### src/rtl/fetch_unit.sv
// Instruction fetch stage: owns the PC, issues word reads to instruction RAM and
// buffers returned words in a 2-entry FIFO for decode.
module fetch_unit #(
  parameter int                ADDR_W   = 12,
  parameter logic [ADDR_W-1:0] RESET_PC = '0
) (
  input  logic              clk,
  input  logic              rst_n,
  output logic              imem_req,
  output logic [ADDR_W-1:0] imem_addr,
  input  logic [31:0]       imem_rdata,
  input  logic              redirect,
  input  logic [ADDR_W-1:0] redirect_pc,
  output logic              inst_valid,
  input  logic              inst_ready,
  output logic [31:0]       inst,
  output logic [ADDR_W-1:0] inst_pc
);

  typedef struct packed {
    logic [31:0]       word;
    logic [ADDR_W-1:0] pc;
  } ent_t;

  ent_t [1:0]        q;
  logic [1:0]        qv;
  ent_t              ent_in;
  logic [ADDR_W-1:0] fetch_pc, req_pc;
  logic              inflight, dead;
  logic              pop, push;
  logic [1:0]        used;

  assign pop    = qv[0] & inst_ready;
  // dead marks the response slot a redirect invalidated; it never pushes
  assign push   = inflight & ~dead & ~redirect;
  assign ent_in = '{word: imem_rdata, pc: req_pc};
  assign used   = {1'b0, qv[0]} + {1'b0, qv[1]} + {1'b0, inflight};

  // Credit rule: queued + in-flight words, less the one leaving now, must stay below 2.
  // pop implies qv[0], so the subtraction cannot underflow.
  assign imem_req  = rst_n & ~redirect & ((used - {1'b0, pop}) < 2'd2);
  assign imem_addr = fetch_pc;

  assign inst_valid = qv[0];
  assign inst       = q[0].word;
  assign inst_pc    = q[0].pc;

  always_ff @(posedge clk or negedge rst_n) begin
    if (!rst_n) begin
      fetch_pc <= RESET_PC;
      req_pc   <= '0;
      inflight <= 1'b0;
      dead     <= 1'b0;
    end else begin
      inflight <= imem_req;
      dead     <= redirect & inflight;
      if (redirect)
        fetch_pc <= redirect_pc;
      else if (imem_req) begin
        fetch_pc <= fetch_pc + 1'b1;
        req_pc   <= fetch_pc;
      end
    end
  end

  // Shift-style FIFO: entry 0 is always the head shown to decode.
  always_ff @(posedge clk or negedge rst_n) begin
    if (!rst_n) begin
      q  <= '0;
      qv <= '0;
    end else if (redirect) begin
      qv <= '0;
    end else begin
      case ({push, pop})
        2'b10: begin
          if (qv[0]) begin
            q[1]  <= ent_in;
            qv[1] <= 1'b1;
          end else begin
            q[0]  <= ent_in;
            qv[0] <= 1'b1;
          end
        end
        2'b01: begin
          q[0] <= q[1];
          qv   <= {1'b0, qv[1]};
        end
        2'b11: begin
          if (qv[1]) begin
            q[0] <= q[1];
            q[1] <= ent_in;
          end else begin
            q[0] <= ent_in;
          end
        end
        default: ;
      endcase
    end
  end

endmodule

### config.mk
export PLATFORM = sky130hd
export DESIGN_NAME = fetch_unit
export DESIGN_NICKNAME = d
export VERILOG_FILES = /design/src/rtl/fetch_unit.sv
export SDC_FILE = /design/constraint.sdc
export NUM_CORES = 1
export LEC_CHECK = 0
export ABC_CLOCK_PERIOD_IN_PS = 3650
export BUFFER_PORTS_ARGS = -buffer_cell sky130_fd_sc_hd__buf_2
export CAP_MARGIN = 20
export CORE_MARGIN = 1
export CORE_UTILIZATION = 48
export DETAILED_ROUTE_END_ITERATION = 8
export GPL_ROUTABILITY_DRIVEN = 0
export HOLD_SLACK_MARGIN = 0.06
export PLACE_DENSITY = 0.74
export SYNTH_ARGS = -nofsm -noshare
export SYNTH_HDL_FRONTEND = slang
export SYNTH_SLANG_ARGS = --single-unit
### constraint.sdc
create_clock -name clk -period 3.65 [get_ports clk]
set_input_delay 0.365 -clock clk [delete_from_list [all_inputs] [get_ports clk]]
set_output_delay 0.365 -clock clk [all_outputs]
set_load 0.02 [all_outputs]
* After elaboration in Yosys (flattened, before gate mapping)
Index checks and enable logic that the tools add are counted.
Widths: inputs -> output; s select.
** Cells by class
- $add $sub $neg :: 4
- Magnitude comparators :: 1
- Equal/unequal tests :: 7
- Multiplexer cells :: 11
- Bitwise operators :: 8
- Reductions and logical operators :: 8
** Operator list (number)
- $mux 44 :: 4
- $pmux 44 s3 :: 1
- $pmux 44 s2 :: 1
- $mux 12 :: 2
- $add 12x1->12 const B :: 1
- $and 1x1->1 :: 6
- $ne 2x2->1 const B :: 3
- $reduce_bool 3->1 :: 2
- $eq 2x2->1 const B :: 2
- $pmux 2 s2 :: 1
- $reduce_and 2->1 :: 2
- $reduce_and 4->1 :: 1
- $reduce_bool 2->1 :: 2
- $ne 3x3->1 const B :: 1
- $reduce_and 3->1 :: 1
- $add 1x1->2 :: 1
- $add 2x1->2 :: 1
- $eq 2x1->1 const B :: 1
- $lt 2x2->1 const B :: 1
- $mux 2 :: 1
- $not 1->1 :: 2
- $sub 2x1->2 :: 1
- $mux 1 :: 1
** Word-level totals
- Bits in registers :: 116
- Input port bits :: 48
- Logic and storage cells :: 49

* Longest topological paths before layout
Gate-level depths: netlist of run 1.
- Depth after elaboration :: 7
- Mapped depth :: 10

* Least setup slack after synthesis of run 1
Ideal clock, no wire load.
- Path kind :: reg-to-reg
- Start :: reg qv[0]
- End :: reg req_pc[10]
- Arrival :: 2.438 ns
- Required time :: 3.525 ns
- Path slack :: 1.088 ns
- Cell stages (with the launch flop) :: 10
- Path buffers :: 1
- Path through :: dfrtp_1 > and2_1 > ha_1 > inv_1 > ha_1 > a21oi_2 > mux2i_1 > nor2_1 > buf_2 > mux2_2
** Between the ends
- Cells in the longest elaborated chain, start to end :: 6
- Elaborated cells on any way between the ends :: 7
- Those cells by class :: add/sub: 3; order compare: 1; bitwise: 2; reduce/logical: 1
** Ends and longest elaborated chain
- start: declaration :: RTL line 26 : logic [1:0] qv;
- start signal: assignment :: RTL line 86 : qv <= {1'b0, qv[1]};
- $add 1x1->2 :: RTL line 37 : assign used = {1'b0, qv[0]} + {1'b0, qv[1]} + {1'b0, inflight};
- $add 2x1->2 :: RTL line 37
- $sub 2x1->2 * :: RTL line 41 : assign imem_req = rst_n & ~redirect & ((used - {1'b0, pop}) < 2'd2);
- $lt 2x2->1 * :: RTL line 41
- $and 1x1->1 * :: RTL line 41
- via imem_req :: RTL line 9 : output logic imem_req,
- $reduce_and 2->1 (no source line) *
- end signal: assignment :: RTL line 61 : req_pc <= fetch_pc;
- end: declaration :: RTL line 28 : logic [ADDR_W-1:0] fetch_pc, req_pc;
The timed path passes the listed nets; every way through them passes the cells marked *.
A chain may end at the register's enable or synchronous reset.

* Worst setup path after layout of run 1
- Start :: reg qv[0]
- End :: out imem_req
** Between the ends
- Cells in the longest elaborated chain, start to end :: 5
- Elaborated cells on any way between the ends :: 6
- Those cells by class :: add/sub: 3; order compare: 1; bitwise: 2
** Ends and longest elaborated chain (RTL line)
- $add 1x1->2 :: 37
- $add 2x1->2 :: 37
- $sub 2x1->2 * :: 41
- $lt 2x2->1 * :: 41
- $and 1x1->1 * :: 41
- end: declaration :: 9
Mark *: on every way between the ends. The rest lies on a longest branch, timed or not.

==> out/results.ini, run 1 <==
[synth]
synth_top_area_share_pct = 54.1
ys.flop_type = dfrtp_1
synth_cells = 458
ys_seq_area_share_pct = 54.1
synth_warnings = 0
yosysMostFrequentCell = dfrtp_1
synth-seq-cells = 116
synth_edf_count = 0
synth.distinct_cells = 35
synth.net_count = 509
synth_top_area_cell = dfrtp_1
syn-cell-area_um2 = 5370
ys_top_cells_by_count = dfrtp_1, mux2_2, nor2_1
synth_area_leaders = dfrtp_1, mux2_2, mux2i_1, buf_4, a21oi_1
avgSynthCellArea_um2 = 11.7
async_flop_share_pct = 100

[global_routing]
met2_usage_pct = 29.6
antenna_found_initial = 0
grt_usage_pct = 18.8
grtUsageMet1_pct = 23.8
grt_pass1_wl_um = 16500
grtUsageMet3_pct = 5.33
grt_max_degree = 65
gr-total-overflow = 0
grt.busiest_layer = met2
grt_pass1_vias = 3466

[sta]
period_minus_slack_ns = 3.23
rsz0062_at_grt = false
hold_viol = 0
slew_viol_final = 0
setup_tns_ns = 0
max_slew_margin_pct = 29.2
hold_slack_ns = 0.100
fmaxAchievable_mhz = 309
skew_ns = 0.00952
worstMarginPinSlew_ns = 1.06
final-setup-viol-count = 0
finalCritPeriodShare_pct = 88.6

[floorplanning]
die_h_um = 108
die_w_um = 108
num_rows = 38
core_um2 = 10900
start_util_pct = 49.3
dieArea_um2 = 11600
io-pin-count = 106

[setup_path]
critPathRequiredTime_ns = 3.28
r2r_slack_ns = 1.05
crit_buf_inv = 4
cp_cell_sequence = and2_1 > ha_1 > inv_1 > ha_1 > a21oi_2 > mux2i_1 > buf_4 > nor2_1 > buf_4 > buf_2
crit_path_end_kind = output pin
reg2reg_from = qv[0]
cpMaxStageDelayCell = dfrtp_1
max_stage_delay_ns = 0.45
cp_max_fo = 20
startpoint = qv[0]
cp_top_family = buffers and inverters
worstPathArrival_ns = 2.87
crit_type = reg2out
cp-start-kind = flop

[outcome]
status = finished, final reports clean

[routing]
vias_per_cell = 5.22
wl_per_cell_um = 14.8
drc_errors = 0
drtIter0Drc = 165
postRouteAntennaNets = 0
vias = 3536
dr.pass1.iters = 4
totalWireLength_um = 10000

[final_layout]
area_growth_pct = 18.2
multi_input_comb_area_um2 = 1970
diodes = 0
fillCellCount = 905
seqCellArea_um2 = 2900
drive_gt1_share_pct = 37.9
nets = 576

[hold_path]
min_from = redirect_pc[1]
min_path_type = in2reg

[clocking]
cts_sinks = 116
postCtsSetupBuffers = 0
cts_root_buffer = clkbuf_8
clk_pin_slew_ns = 0.05
cts_tree = built
htree_levels = 4
postCtsHoldBufs = 6
clk_path_buf_depth = 2
clk_latency_ns = 0.51
cts_buffers = 17
cts_resized = 0

[place]
place_hpwl_um = 6650
portBuffers = 105

[power_and_ir_drop]
powerDensity_nw_per_um2 = 690
ir_worst_vdd_v = 0.000278
cellLeakagePower_uw = 0.00291

[job]
max-cap-violations = 0

per-stage QoR:
| step | total power, µW | utilization [%] | instances | setup WS [ns] | area (µm²) |
|---|---|---|---|---|---|
| global placement | 2630 | 51.9 | 640 | 1.04 | 5650 |
| floorplan | 2550 | - | 458 | 1.09 | 5370 |
| finish | 4380 | 58.3 | 678 | 0.416 | 6350 |
| CTS | 4440 | 58.3 | 678 | 0.399 | 6350 |
| global route | 4610 | 58.3 | 678 | 0.292 | 6350 |
| detailed placement | 2670 | 51.9 | 640 | 0.962 | 5650 |
logic make-up (layout without fill, tap and decap cells):
group | Yosys count | count (layout) | share of synthesized area [%]
AOI/OAI and AO/OA | 70 | 70 | 7.32
DFF | 116 | 116 | 54.1
adders and majority gates | 3 | 3 | 0.699
buffers and inverters | 74 | 154 | 9.41
xor gates and xnor gates | 1 | 1 | 0.163
muxes | 103 | 103 | 20.5
and+or+nand+nor | 91 | 91 | 7.83
sequential cells by signal, indices dropped and copies added, names as in the netlist:
register,count
qv,2
inst_pc,12
inflight,1
q,44
inst,32
imem_addr,12
dead,1
req_pc,12
where the power goes:
part / leakage (µW) / internal, µW / switching [µW]
sequential: 0.00141 / 1580 / 175
clock: 0.000314 / 1190 / 543
combinational: 0.00118 / 367 / 516
total: 0.00291 / 3150 / 1230
worst min-delay path, delay by kind of cell:
kind	cells	cell delay, ns
AO/OA/AOI/OAI	1	0.08
buffers and inverters	1	0.07
AND/OR/NAND/NOR	1	0.04
layout by cell type (no fill, tap or decap), types with 2 or more instances in the layout:
cell type      count
nand4_1            2
mux2_2            57
clkinv_2           4
dfrtp_1          116
a21oi_1           48
bufinv_16          4
nand3_1            7
mux2i_1           46
o31ai_1            2
and2_1             3
inv_1              4
clkbuf_16         16
nand2_1            9
buf_4              7
ha_1               3
o21ai_0            6
or3_1              3
clkbuf_8           6
a31oi_1            5
dlygate4sd3_1      6
and4_1             2
o211ai_1           3
buf_2            104
or4_1              5
nor2_1            53
cell type report:
cell class / instances / share of cell area, %
Multi-Input combinational cell: 268 / 31.0
Sequential cell: 116 / 45.7
Clock inverter: 9 / 2.33
Inverter: 4 / 0.237
Clock buffer: 23 / 7.67
Tap cell: 140 / 2.76
Timing Repair Buffer: 118 / 10.3
path summary, 6_finish.rpt:
| path | to | depth (start not counted) |
|---|---|---|
| worst max-delay path | imem_req | 10 |
| worst min-delay path | imem_addr[1] | 3 |
| worst max register to register | req_pc[0] | 10 |
| worst min register to register | q[49] | 1 |
| max in group asynchronous | q[49] | 3 |
| min in group asynchronous | qv[0] | 3 |
layer usage:
layer / vias to the layer above / part of all wire [%]
li1: 1700 / -
met1: 1695 / 45
met2: 124 / 47
met3: 17 / 6.0
met4: 0 / 2.1
met5: - / 0
Power figures use the tool's default switching activity.
==> inputs of run 2 (changes only) <==
--- a/config.mk
+++ b/config.mk
@@ -5,6 +5,7 @@
 export SDC_FILE = /design/constraint.sdc
 export NUM_CORES = 1
 export LEC_CHECK = 0
+export ABC_AREA = 1
 export ABC_CLOCK_PERIOD_IN_PS = 3650
 export BUFFER_PORTS_ARGS = -buffer_cell sky130_fd_sc_hd__buf_2
 export CAP_MARGIN = 20
@@ -13,7 +14,7 @@
 export DETAILED_ROUTE_END_ITERATION = 8
 export GPL_ROUTABILITY_DRIVEN = 0
 export HOLD_SLACK_MARGIN = 0.06
-export PLACE_DENSITY = 0.74
+export PLACE_DENSITY = 0.73
 export SYNTH_ARGS = -nofsm -noshare
 export SYNTH_HDL_FRONTEND = slang
 export SYNTH_SLANG_ARGS = --single-unit
==> run 2 against run 1 <==
  * Combinational power rose by 8.2%
  * Synthesized cell count up 99%
  * Cell count rose by 68%
  * Fmax up 5.9%
  * Critical endpoint unchanged
  * Critical path type unchanged
==> out/results.ini, run 2 <==
[outcome]
status = finished, final reports clean

[routing]
totalWireLength_um = 14800
drc_errors = 0
postRouteAntennaNets = 0
wl_per_cell_um = 13.0
drtIter0Drc = 540
vias_per_cell = 5.00
dr.pass1.iters = 7
vias = 5685

[final_layout]
largest_reg_flops = 44
regMostFlops = q
nets = 999
drive_gt1_share_pct = 16.4
area_growth_pct = 13.4
final_common_cell = nand2_1
layout_common_cells = nand2_1, nand3_1, dfrtp_1
stdcell_area_um2 = 7360
diodes = 0

[floorplanning]
core_um2 = 13200
dieArea_um2 = 14000
io-pin-count = 106
num_rows = 42
die_h_um = 118
die_w_um = 118
start_util_pct = 49.2

[power_and_ir_drop]
clockPowerShare_pct = 38.0
pwr-share-seq_pct = 40.5
switching_share_pct = 32.5
ir_worst_vdd_v = 0.000325
p_int_uw = 3000
powerDensity_nw_per_um2 = 605
pwr-share-comb_pct = 21.5
cellLeakagePower_uw = 0.00383
p_switching_uw = 1450

[synth]
synth-seq-cells = 116
avgSynthCellArea_um2 = 7.13
synthSimpleGateAreaFrac_pct = 32.8
synth_compound_area_share_pct = 8.54
synth_cells = 910
synth_fa_ha_area_share_pct = 0.579
synth_warnings = 0
synth_xor_area_share_pct = 0.135
ys.flop_type = dfrtp_1
async_flop_share_pct = 100
synth_top_area_share_pct = 44.7
synth_top_area_cell = dfrtp_1
ys_top_cells_by_count = nand2_1, nand3_1, dfrtp_1
synth.net_count = 961
synth.distinct_cells = 28
yosysMostFrequentCell = nand2_1
synth_top_family_by_area = simple AND/OR/NAND/NOR gates
ys_seq_area_share_pct = 44.7
synth_edf_count = 0
syn-cell-area_um2 = 6490
synth_area_leaders = dfrtp_1, nand2_1, nand3_1, o21ai_0, buf_4
synthMuxAreaShare_pct = 0

[place]
place_area_um2 = 6740
portBuffers = 105
place_hpwl_um = 8970

[clocking]
cts_resized = 0
clk_latency_ns = 0.41
cts_root_buffer = clkbuf_16
cts_buffers = 17
htree_levels = 4
cts_sinks = 116
clk_path_buf_depth = 2
clk_pin_slew_ns = 0.06
cts_tree = built

[sta]
slew_viol_final = 0
skew_ns = 0.00657
period_minus_slack_ns = 3.05
max_slew_margin_pct = 27.7
worstMarginPinSlew_ns = 1.08
finalCritPeriodShare_pct = 83.7
setup_tns_ns = 0
hold_viol = 0
rsz0062_at_grt = false
fmaxAchievable_mhz = 328
final-setup-viol-count = 0

[global_routing]
antenna_found_initial = 0
gr-total-overflow = 0
grt.busiest_layer = met2
grt_max_degree = 91
grt_pass1_wl_um = 25300
grt_pass1_vias = 5333
met2_usage_pct = 35.8
grt_usage_pct = 22.6
grtUsageMet1_pct = 30.5
grtUsageMet3_pct = 5.60

[setup_path]
crit_path_end_kind = output pin
cp_cell_sequence = nand2_2 > inv_2 > ha_1 > inv_1 > ha_1 > nand2_1 > nand3_1 > nand2_1 > nor2_4 > buf_2
crit_buf_inv = 3
critPathRequiredTime_ns = 3.28
cp_top_family = simple AND/OR/NAND/NOR gates
max_stage_delay_ns = 0.47
cp_max_fo = 20
worstPathArrival_ns = 2.69
cp-start-kind = flop
cpMaxStageDelayCell = dfrtp_1
crit_type = reg2out

[hold_path]
min_path_type = in2reg

[job]
max-cap-violations = 0

[run 2: cell types whose count changed in the layout (fill, tap and decap cells not counted), moves of 7 or more]
cell     previous run  this run
nor2_1             53         9
o21ai_1             0         7
nand3_1             7       120
mux2i_1            46         0
inv_1               4        65
nand2_1             9       379
o21ai_0             6        97
a21oi_1            48         1
mux2_2             57         0
[run 2: layout make-up]
| class | count | area (µm²) |
|---|---|---|
| Clock inverter | 15 | 185 |
| Fill cell | 1235 | 5830 |
| Tap cell | 176 | 220 |
| Timing Repair Buffer | 114 | 611 |
| Clock buffer | 17 | 425 |
| Sequential cell | 116 | 2900 |
| Multi-Input combinational cell | 629 | 2750 |
| Inverter | 70 | 265 |
[run 2: layer usage]
layer  vias up  wire length (µm)
met3        16               763
li1       2919                 -
met1      2585              7080
met4         0               134
met2       165              6770
met5         -                 0
[run 2: kinds of logic (layout without fill, tap and decap cells)]
kind of cell,count (synthesis),count (layout)
AND/OR/NAND/NOR,517,517
AO/OA/AOI/OAI,108,108
buffers and inverters,165,216
adder cells (fa/ha/maj),3,3
flip-flops,116,116
XOR/XNOR,1,1
[run 2: final timing paths]
kind	from	to	slack [ns]	cells past startpoint
max	qv[0]	imem_req	0.60	10
min	redirect_pc[3]	imem_addr[3]	0.17	3
max reg2reg	qv[0]	imem_addr[0]	0.98	10
min reg2reg	inst[18]	inst[18]	0.47	2
max in group asynchronous	rst_n	qv[1]	2.13	3
min in group asynchronous	rst_n	q[78]	0.36	2
[run 2: power groups by stage]
stage                     clock (µW)  combinational (µW)  sequential [µW]
after floorplan                    0                 847             1790
after global placement             0                 944             1810
after detailed placement           0                 959             1820
after CTS                       1710                 968             1800
after global routing            1780                1080             1850
final                           1690                 955             1800
[run 2: what timing repair did]
item / in CTS / in global routing
hold endpoints to repair: 16 / 0
hold buffers: 1 / 0
setup buffers: 0 / 0
[run 2: worst min-delay path: cells and delay by family]
kind,cells,cell delay [ns]
and+or+nand+nor,2,0.11
buffers and inverters,1,0.07
[run 2: metrics by stage]
step,util [%],setup slack (ns),power [µW],hold WS [ns],cells
finish,55.8,0.597,4450,0.167,1137
detailed placement,51.1,0.975,2780,0.255,1104
global placement,51.1,0.998,2750,0.258,1104
CTS,55.8,0.593,4480,0.152,1137
global route,55.8,0.380,4710,0.163,1137
floorplan,-,0.994,2640,0.0694,910
